**src/rtl/muldiv_pkg.sv**
```systemverilog
// Shared definitions for the multiply/divide unit: op codes and FSM state encoding.
package muldiv_pkg;

  // Operation codes presented on op when start is asserted.
  typedef enum logic [2:0] {
    OP_MULT  = 3'b000,
    OP_MULTU = 3'b001,
    OP_DIV   = 3'b010,
    OP_DIVU  = 3'b011,
    OP_MTHI  = 3'b100,
    OP_MTLO  = 3'b101
  } op_e;

  // Sequencer states; busy is simply "not IDLE".
  typedef enum logic [1:0] {
    S_IDLE = 2'b00,
    S_MUL  = 2'b01,
    S_DIV  = 2'b10,
    S_FIX  = 2'b11
  } state_e;

endpackage

```
**src/rtl/muldiv_unit_div_iter.sv**
```systemverilog
// One restoring-division step: shift the next dividend bit into the partial
// remainder, subtract the divisor when it fits, and shift the quotient bit in.
// The quotient register doubles as the dividend shift register.
module div_iter #(
  parameter int XLEN = 32
) (
  input  logic [XLEN-1:0] rem_i,
  input  logic [XLEN-1:0] quo_i,
  input  logic [XLEN-1:0] dvsr_i,
  output logic [XLEN-1:0] rem_o,
  output logic [XLEN-1:0] quo_o
);

  logic [XLEN:0]   part_s;
  logic [XLEN-1:0] diff_s;

  // Compare/subtract; rem_i < dvsr_i holds, so the difference fits in XLEN bits.
  always_comb begin
    part_s = {rem_i, quo_i[XLEN-1]};
    diff_s = part_s[XLEN-1:0] - dvsr_i;
    if (part_s >= {1'b0, dvsr_i}) begin
      rem_o = diff_s;
      quo_o = {quo_i[XLEN-2:0], 1'b1};
    end else begin
      rem_o = part_s[XLEN-1:0];
      quo_o = {quo_i[XLEN-2:0], 1'b0};
    end
  end

endmodule

```
**src/rtl/muldiv_unit.sv**
```systemverilog
// Multiply/divide unit with HI/LO registers beside the EX-stage ALU.
// Multiply: product formed from the operands at acceptance, then carried
// through MUL_STAGES-1 register stages. Divide: one restoring step at
// acceptance plus XLEN-1 further steps, then a sign-fix cycle.
module muldiv_unit
  import muldiv_pkg::*;
#(
  parameter int XLEN       = 32,
  parameter int MUL_STAGES = 2
) (
  input  logic            clk,
  input  logic            reset,
  input  logic            start,
  input  logic [2:0]      op,
  input  logic [XLEN-1:0] rs_data,
  input  logic [XLEN-1:0] rt_data,
  input  logic            flush,
  output logic            busy,
  output logic            done,
  output logic            div_zero,
  output logic [XLEN-1:0] hi,
  output logic [XLEN-1:0] lo
);

  localparam int CNT_MAX = (XLEN > MUL_STAGES) ? XLEN : MUL_STAGES;
  localparam int CNT_W   = $clog2(CNT_MAX + 1);
  localparam int PIPE_N  = (MUL_STAGES > 1) ? MUL_STAGES - 1 : 1;
  localparam logic [XLEN-1:0]  ONE_X  = {{(XLEN-1){1'b0}}, 1'b1};
  localparam logic [CNT_W-1:0] ONE_C  = {{(CNT_W-1){1'b0}}, 1'b1};

  op_e               op_s;
  state_e            state_q, state_d;
  logic [CNT_W-1:0]  cnt_q, cnt_d;
  logic [XLEN-1:0]   hi_q, hi_d, lo_q, lo_d;
  logic              done_q, done_d, dz_q, dz_d, busy_q;
  logic [XLEN-1:0]   rem_q, rem_d, quo_q, quo_d, dvsr_q, dvsr_d;
  logic              negq_q, negq_d, negr_q, negr_d;

  logic [2*XLEN-1:0] mul_a_s, mul_b_s, prod_now_s, mul_res_s;
  logic [2*XLEN-1:0] pipe_q [PIPE_N];
  logic              a_neg_s, b_neg_s;
  logic [XLEN-1:0]   a_mag_s, b_mag_s;
  logic [XLEN-1:0]   st_rem_in_s, st_quo_in_s, st_dvsr_s, st_rem_s, st_quo_s;
  logic [XLEN-1:0]   fix_quo_s, fix_rem_s;

  assign op_s = op_e'(op);

  // Operand conditioning: sign extension for multiply, magnitudes for divide.
  always_comb begin
    mul_a_s    = {{XLEN{(op_s == OP_MULT) & rs_data[XLEN-1]}}, rs_data};
    mul_b_s    = {{XLEN{(op_s == OP_MULT) & rt_data[XLEN-1]}}, rt_data};
    prod_now_s = mul_a_s * mul_b_s;
    a_neg_s    = (op_s == OP_DIV) & rs_data[XLEN-1];
    b_neg_s    = (op_s == OP_DIV) & rt_data[XLEN-1];
    a_mag_s    = a_neg_s ? (~rs_data + ONE_X) : rs_data;
    b_mag_s    = b_neg_s ? (~rt_data + ONE_X) : rt_data;
    fix_quo_s  = negq_q ? (~quo_q + ONE_X) : quo_q;
    fix_rem_s  = negr_q ? (~rem_q + ONE_X) : rem_q;
  end

  // Product pipeline; free-running, sampled by the FSM at the right cycle.
  always_ff @(posedge clk) begin
    if (reset) begin
      for (int i = 0; i < PIPE_N; i++) pipe_q[i] <= {(2*XLEN){1'b0}};
    end else begin
      pipe_q[0] <= prod_now_s;
      for (int i = 1; i < PIPE_N; i++) pipe_q[i] <= pipe_q[i-1];
    end
  end

  assign mul_res_s = (MUL_STAGES == 1) ? prod_now_s : pipe_q[PIPE_N-1];

  // Divider step inputs: fresh magnitudes at acceptance, running state after.
  always_comb begin
    if (state_q == S_IDLE) begin
      st_rem_in_s = {XLEN{1'b0}};
      st_quo_in_s = a_mag_s;
      st_dvsr_s   = b_mag_s;
    end else begin
      st_rem_in_s = rem_q;
      st_quo_in_s = quo_q;
      st_dvsr_s   = dvsr_q;
    end
  end

  div_iter #(.XLEN(XLEN)) u_div_iter (
    .rem_i  (st_rem_in_s),
    .quo_i  (st_quo_in_s),
    .dvsr_i (st_dvsr_s),
    .rem_o  (st_rem_s),
    .quo_o  (st_quo_s)
  );

  // Next-state and HI/LO update logic; flush always beats completion.
  always_comb begin
    state_d = state_q;
    cnt_d   = cnt_q;
    hi_d    = hi_q;
    lo_d    = lo_q;
    done_d  = 1'b0;
    dz_d    = 1'b0;
    rem_d   = rem_q;
    quo_d   = quo_q;
    dvsr_d  = dvsr_q;
    negq_d  = negq_q;
    negr_d  = negr_q;
    case (state_q)
      S_IDLE: begin
        if (start && !flush) begin
          case (op_s)
            OP_MULT, OP_MULTU: begin
              if (MUL_STAGES == 1) begin
                hi_d   = mul_res_s[2*XLEN-1:XLEN];
                lo_d   = mul_res_s[XLEN-1:0];
                done_d = 1'b1;
              end else begin
                state_d = S_MUL;
                cnt_d   = CNT_W'(MUL_STAGES - 1);
              end
            end
            OP_DIV, OP_DIVU: begin
              if (rt_data == {XLEN{1'b0}}) begin
                hi_d   = rs_data;
                lo_d   = {XLEN{1'b1}};
                done_d = 1'b1;
                dz_d   = 1'b1;
              end else begin
                // First quotient bit is produced on the acceptance edge;
                // cnt counts the steps still to go.
                state_d = S_DIV;
                cnt_d   = CNT_W'(XLEN - 1);
                rem_d   = st_rem_s;
                quo_d   = st_quo_s;
                dvsr_d  = b_mag_s;
                negq_d  = a_neg_s ^ b_neg_s;
                negr_d  = a_neg_s;
              end
            end
            OP_MTHI: hi_d = rs_data;
            OP_MTLO: lo_d = rs_data;
            default: state_d = S_IDLE;
          endcase
        end else begin
          state_d = S_IDLE;
        end
      end
      S_MUL: begin
        if (flush) begin
          state_d = S_IDLE;
        end else if (cnt_q == ONE_C) begin
          state_d = S_IDLE;
          hi_d    = mul_res_s[2*XLEN-1:XLEN];
          lo_d    = mul_res_s[XLEN-1:0];
          done_d  = 1'b1;
        end else begin
          cnt_d = cnt_q - ONE_C;
        end
      end
      S_DIV: begin
        if (flush) begin
          state_d = S_IDLE;
        end else begin
          rem_d   = st_rem_s;
          quo_d   = st_quo_s;
          cnt_d   = cnt_q - ONE_C;
          state_d = (cnt_q == ONE_C) ? S_FIX : S_DIV;
        end
      end
      S_FIX: begin
        state_d = S_IDLE;
        if (!flush) begin
          hi_d   = fix_rem_s;
          lo_d   = fix_quo_s;
          done_d = 1'b1;
        end else begin
          done_d = 1'b0;
        end
      end
      default: state_d = S_IDLE;
    endcase
  end

  // State and output registers with synchronous reset.
  always_ff @(posedge clk) begin
    if (reset) begin
      state_q <= S_IDLE;
      cnt_q   <= {CNT_W{1'b0}};
      hi_q    <= {XLEN{1'b0}};
      lo_q    <= {XLEN{1'b0}};
      done_q  <= 1'b0;
      dz_q    <= 1'b0;
      busy_q  <= 1'b0;
      rem_q   <= {XLEN{1'b0}};
      quo_q   <= {XLEN{1'b0}};
      dvsr_q  <= {XLEN{1'b0}};
      negq_q  <= 1'b0;
      negr_q  <= 1'b0;
    end else begin
      state_q <= state_d;
      cnt_q   <= cnt_d;
      hi_q    <= hi_d;
      lo_q    <= lo_d;
      done_q  <= done_d;
      dz_q    <= dz_d;
      busy_q  <= (state_d != S_IDLE);
      rem_q   <= rem_d;
      quo_q   <= quo_d;
      dvsr_q  <= dvsr_d;
      negq_q  <= negq_d;
      negr_q  <= negr_d;
    end
  end

  assign busy     = busy_q;
  assign done     = done_q;
  assign div_zero = dz_q;
  assign hi       = hi_q;
  assign lo       = lo_q;

endmodule
```
**config.mk**
```make
export PLATFORM = sky130hd
export DESIGN_NAME = muldiv_unit
export DESIGN_NICKNAME = d
export VERILOG_FILES = /design/src/rtl/muldiv_pkg.sv /design/src/rtl/muldiv_unit_div_iter.sv /design/src/rtl/muldiv_unit.sv
export SDC_FILE = /design/constraint.sdc
export NUM_CORES = 2
export LEC_CHECK = 0
export BUFFER_PORTS_ARGS = -buffer_cell sky130_fd_sc_hd__buf_2
export CORE_MARGIN = 2
export CORE_UTILIZATION = 43
export CTS_CLUSTER_SIZE = 28
export DETAILED_ROUTE_END_ITERATION = 7
export PLACE_DENSITY = 0.67
export SYNTH_ARGS = -nofsm -noshare
export SYNTH_HDL_FRONTEND = slang
export SYNTH_SLANG_ARGS = --single-unit
```
**constraint.sdc**
```tcl
create_clock -name clk -period 13.8 [get_ports clk]
set_clock_uncertainty 0.15 [all_clocks]
set_input_delay 1.38 -clock clk [delete_from_list [all_inputs] [get_ports clk]]
set_output_delay 1.38 -clock clk [all_outputs]
set_load 0.005 [all_outputs]
```
# Word-level counts from Yosys, hierarchy flattened
# Memories as Yosys holds them, arrays and structs flattened.
# Cells that the tools add are included.
dict set report totals {
  reg_bits 173
  ramBits 64
  output_inout_bits 67
  n_memories 1
}
# memory words word_bits rd rd_ports_with_merged_regs wr line
set mem_list {}
lappend mem_list {pipe_q 1 64 1 0 1 muldiv_unit.sv:40} ;# logic [2*XLEN-1:0] pipe_q [PIPE_N];
dict set report classes {
  add_sub_neg 6
  n_mul 1
  magnitude_cmp 1
  n_eq_ne 22
  mux 60
  bitwise 11
  n_reduce_logical 19
}
# cell n
set op_table {}
lappend op_table {{$mux W32} 26}
lappend op_table {{$pmux W32 S2} 4}
lappend op_table {{$pmux W32 S3} 2}
lappend op_table {{$add A32 B1 Y32 const B} 4}
lappend op_table {{$not A32 Y32} 4}
lappend op_table {{$mul A33 B33 Y64} 1}
lappend op_table {{$mux W64} 1}
lappend op_table {{$reduce_or A64 Y1} 1}
lappend op_table {{$ge A33 B32 Y1} 1}
lappend op_table {{$logic_not A32 Y1} 1}
lappend op_table {{$sub A32 B32 Y32} 1}
lappend op_table {{$mux W6} 5}
lappend op_table {{$reduce_and A7 Y1} 3}
lappend op_table {{$pmux W6 S3} 1}
lappend op_table {{$mux W1} 12}
lappend op_table {{$ne A2 B2 Y1 const B} 6}
lappend op_table {{$pmux W6 S2} 1}
lappend op_table {{$mux W2} 5}
lappend op_table {{$ne A3 B1 Y1 const B} 3}
lappend op_table {{$pmux W2 S4} 1}
lappend op_table {{$reduce_or A2 Y1} 4}
lappend op_table {{$eq A3 B2 Y1 const B} 2}
lappend op_table {{$eq A3 B3 Y1 const B} 2}
lappend op_table {{$eq A6 B1 Y1 const B} 1}
lappend op_table {{19 further kinds} 28}

# Logic depth before layout (Yosys ltp)
dict set report logic_depth {
  depth_word 10
  mapped_depth 31
  ltp_nobuf 28
}

# By module
# A second synthesis with hierarchy kept.
dict set report unflattened {
  cells_unflattened 6140
  hier_area_um2 52703.0
}
# mod instances cells_per_inst area_per_inst_um2 seq_area_each_um2
set modules_own_cells {}
lappend modules_own_cells {muldiv_unit 1 5786 50139.3 4744.6}
lappend modules_own_cells {div_iter 1 354 2563.7 0.0}

# Worst setup path before layout
# No wires, ideal clock.
dict set report synth_path {
  kind {input-to-reg}
  start {in op[0]}
  end {mem pipe_q[0][57] (netlist bit)}
  setup_ns 0.115
  t_arrival_ns 9.729
  slack_ns 3.806
  stages 29
  n_path_buf 3
  path_cell_list {nor3_1 -> and2_1 -> clkbuf_1 -> clkbuf_1 -> nand2_1 -> inv_1 -> fa_1 -> fa_1 -> fa_1 -> inv_1 -> fa_1 -> inv_1 -> fa_1 -> fa_1 -> inv_1 -> fa_1 -> fa_1 -> inv_1 -> ha_1 -> clkbuf_1 -> a21o_1 -> a21o_1 -> a211oi_1 -> o211ai_1 -> a221oi_1 -> o311ai_0 -> a21oi_1 -> xnor2_1 -> and2_1}
}
dict set report synth_via {
  elab_chain_len 4
  word_cells_on_any_way 5
  classes_between {mul: 1; mux: 1; bitwise: 2; reduce/logical: 1}
}
# element line
set synth_lines {}
lappend synth_lines {{start: declaration} muldiv_unit.sv:14} ;# input logic [2:0] op,
lappend synth_lines {{$logic_not A3 Y1 *} {muldiv_unit.sv:50, muldiv_unit.sv:51}}
lappend synth_lines {{$and A1 B1 Y1, on equally long branches} {muldiv_unit.sv:50, muldiv_unit.sv:51}}
lappend synth_lines {{$mul A33 B33 Y64 *} muldiv_unit.sv:52} ;# prod_now_s = mul_a_s * mul_b_s;
lappend synth_lines {{$mux W64 (no line) *} n/a}
lappend synth_lines {{end: declaration} muldiv_unit.sv:40}
# Every way passes the cells marked *; elsewhere a longest branch is shown, timed or not.

# Worst setup path in the final report
dict set report layout_path {
  start {in rs_data[31]}
  end {mem pipe_q[0][61] (netlist bit)}
}
dict set report layout_via {
  elab_chain_len 3
}
# element line
set layout_lines {}
lappend layout_lines {{start: declaration} muldiv_unit.sv:15} ;# input logic [XLEN-1:0] rs_data,
lappend layout_lines {{$and A1 B1 Y1} muldiv_unit.sv:50} ;# mul_a_s = {{XLEN{(op_s == OP_MULT) & rs_data[XLEN-1]}}, rs_data};
lappend layout_lines {{$mul A33 B33 Y64 *} muldiv_unit.sv:52}
lappend layout_lines {{$mux W64 (no line) *} n/a}
# Marked as above.

==> reports/results.ini <==
[outcome]
status=completed

[routing]
drt_iter0_drc=4295
routedWlPerCell_um=22.2
num_vias=42100
wl_um=167000
drtAntennaViolNets=0
drc=0
vias_per_cell=5.60
dr.pass1.iters=6

[yosys]
netlist_instances=6043
yosys-top-cells-area=fa_1 43%, dfxtp_1 9.0%, inv_1 8.2%
syn_avg_cell_area_sq_um=8.70
synth_top_area_share_pct=42.9
synth_edf_count=0
ys_warn_count=0
ys_seq_area_share_pct=9.03
synth.distinct_cells=80
async_flop_share_pct=0
syn_nets=7494
syn-cell-area_sq_mm=0.0525
synth_top_area_cell=fa_1
ys_ff_latch=237
synth_ff_type=dfxtp_1

[global_route]
antenna_found_initial=6
grt-ovfl-total=0
grt_max_degree=104
grt_pass1_vias=43600
grt_pass1_wl_um=261000
grt_util_all_layers_pct=27.0

[floorplan]
die_height_um=354
die_width_um=354
row_count=128
ios=138
fp.coreArea_sq_mm=0.122
die_area_sq_mm=0.125
initial_utilization_pct=43.2

[critical_path]
crit_family=adder cells
crit_type=in -> reg
cpMaxStageDelayCell=fa_1
r2r_slack_ps=8320
arrival_ps=11220
startpoint_type=input port
cp.required_ps=14080
cp_max_fo=53
worstSetupEndpointType=flip-flop
critPathBufInv=7
cp_common_cell=fa_1
critPathMaxStageDelay_ps=1090

[clocking]
post_cts_buffers=0
cts_hold_buf=0
clk_pin_slew_ps=60
post_cts_resized=0
cts_sinks=237
clockBufferDepth=3
cts_root_buffer=clkbuf_16
insertion_delay_ps=570
cts-buffers-inserted=28
cts_max_level=1
cts_tree=built

[place]
dpl_cell_area_sq_mm=0.0543
io_buffers=137
hpwlAfterDp_um=118000
gp_congestion=0.964

[timing]
min_period_ps=10940
min_period_over_period_pct=79.3
rsz0062_at_grt=no
hold_viol=0
setup_viol=0
drv_slew=0
slew_headroom_pct=28.6
tightest_slew_ps=1070
fmax_mhz=91.4
tns_ps=0

[layout]
nNetsFinal=7332
stdcell_area_sq_mm=0.0553
syn_to_final_growth_pct=5.22
final_layout_size_suffix_gt1_share_pct=6.13

[hold_path]
hold_class=reg -> reg

[flow_run]
cap_violations=0

==> stage by stage <==
step	setup slack (ps)	hold WS (ps)	utilization (%)	cells
floorplan	3810	300	-	6043
global placement	2440	315	44.7	7476
detailed placement	2320	325	44.7	7476
CTS	2880	334	45.5	7527
global route	2460	360	45.5	7528
finish	2860	333	45.5	7530
==> worst min-delay path, cell delays in order (launching register included) <==
cell and delay (ps):
dfxtp_1 310, o21ai_0 70, a21oi_1 60
==> placed cells by master, fill, tap and decap left out, types with 12 or more instances in the layout <==
cell       synthesis  final
nand3_1           22     22
nor2_1           379    378
a31oi_1           22     22
and3_1            37     37
inv_1           1150   1150
or3_1             19     19
a221oi_1          37     37
nor2b_1           51     51
nand2b_1          12     12
xnor2_1          130    130
a211oi_1          98     98
and2_1           368    368
ha_1             254    251
o21a_1            16     16
nand2_1          849    848
o41ai_1           17     17
a22oi_1           39     39
nand4_1           21     21
o21ai_0          116    116
clkbuf_16          0     29
a21o_1            55     55
nor4_1            14     13
o31ai_1           31     31
nor3_1            55     54
a21oi_1          182    182
buf_2             12    136
a311oi_2          49     49
dfxtp_1          237    237
fa_1            1126   1126
buf_4              1     84
xor2_1            73     73
==> final cells by class <==
type,count,area (sq um)
clock buffer,36,792
inverter,1150,4320
sequential,237,4740
fill,11700,66300
tap,1625,2030
antenna,3,7.51
multi-input combinational,4243,41900
timing repair buffer,221,1330
clock inverter,15,160
==> path summary, 6_finish.rpt <==
kind | startpoint | endpoint | depth (start not counted)
max | rs_data[31] | pipe_q[0][61]$_SDFF_PP0_ | 27
min reg2reg | cnt_q[4]$_SDFFE_PP0P_ | cnt_q[4]$_SDFFE_PP0P_ | 2
max reg2reg | state_q[0]$_SDFF_PP0_ | rem_q[28]$_SDFFE_PP0P_ | 17
min | cnt_q[4]$_SDFFE_PP0P_ | cnt_q[4]$_SDFFE_PP0P_ | 2
==> flip-flops by register name, indices dropped and copies added, names as in the netlist <==
| register | flops |
|---|---|
| pipe_q | 64 |
| dvsr_q | 32 |
| hi | 32 |
| lo | 32 |
| quo_q | 32 |
| rem_q | 32 |
| cnt_q | 6 |
| state_q | 2 |
| busy | 1 |
| div_zero | 1 |
| done | 1 |
| negq_q | 1 |
| negr_q | 1 |
==> cell families (layout without fill, tap and decap cells) <==
family	after synthesis	in the layout	share of synthesized area [%]
multiplexers	17	17	0.338
buffers and inverters	1563	1422	11.3
AND/OR/NAND/NOR	1883	1883	16.6
XOR/XNOR	203	203	3.38
flip-flops	237	237	9.03
adder cells (fa/ha/maj)	1380	1380	48.9
AO/OA/AOI/OAI	760	760	10.4
other	0	3	0
==> metal layers <==
metal | part of all wire, % | global-route usage, %
met2 | 44 | 41.6
met5 | 0 | 0
met4 | 4.7 | 11.4
met3 | 11 | 5.48
met1 | 40 | 37.1
==> synth_stat cells (12+ instances only) <==
library cell     n
nor4_1          14
o21a_1          16
inv_1         1150
a21o_1          55
buf_2           12
buf_1           77
xnor2_1        130
a21oi_1        182
a22oi_1         39
and3_1          37
nand4_1         21
a221oi_1        37
and2_1         368
nor3_1          55
xor2_1          73
nand2b_1        12
clkbuf_1       316
dfxtp_1        237
fa_1          1126
ha_1           254
a211oi_1        98
a31oi_1         22
nand3_1         22
nand2_1        849
o41ai_1         17
nor2_1         379
o31ai_1         31
o21ai_0        116
or3_1           19
a311oi_2        49
nor2b_1         51
Power is not shown: default switching activity piles up to over one toggle a cycle in this logic, so the estimate is an artifact.
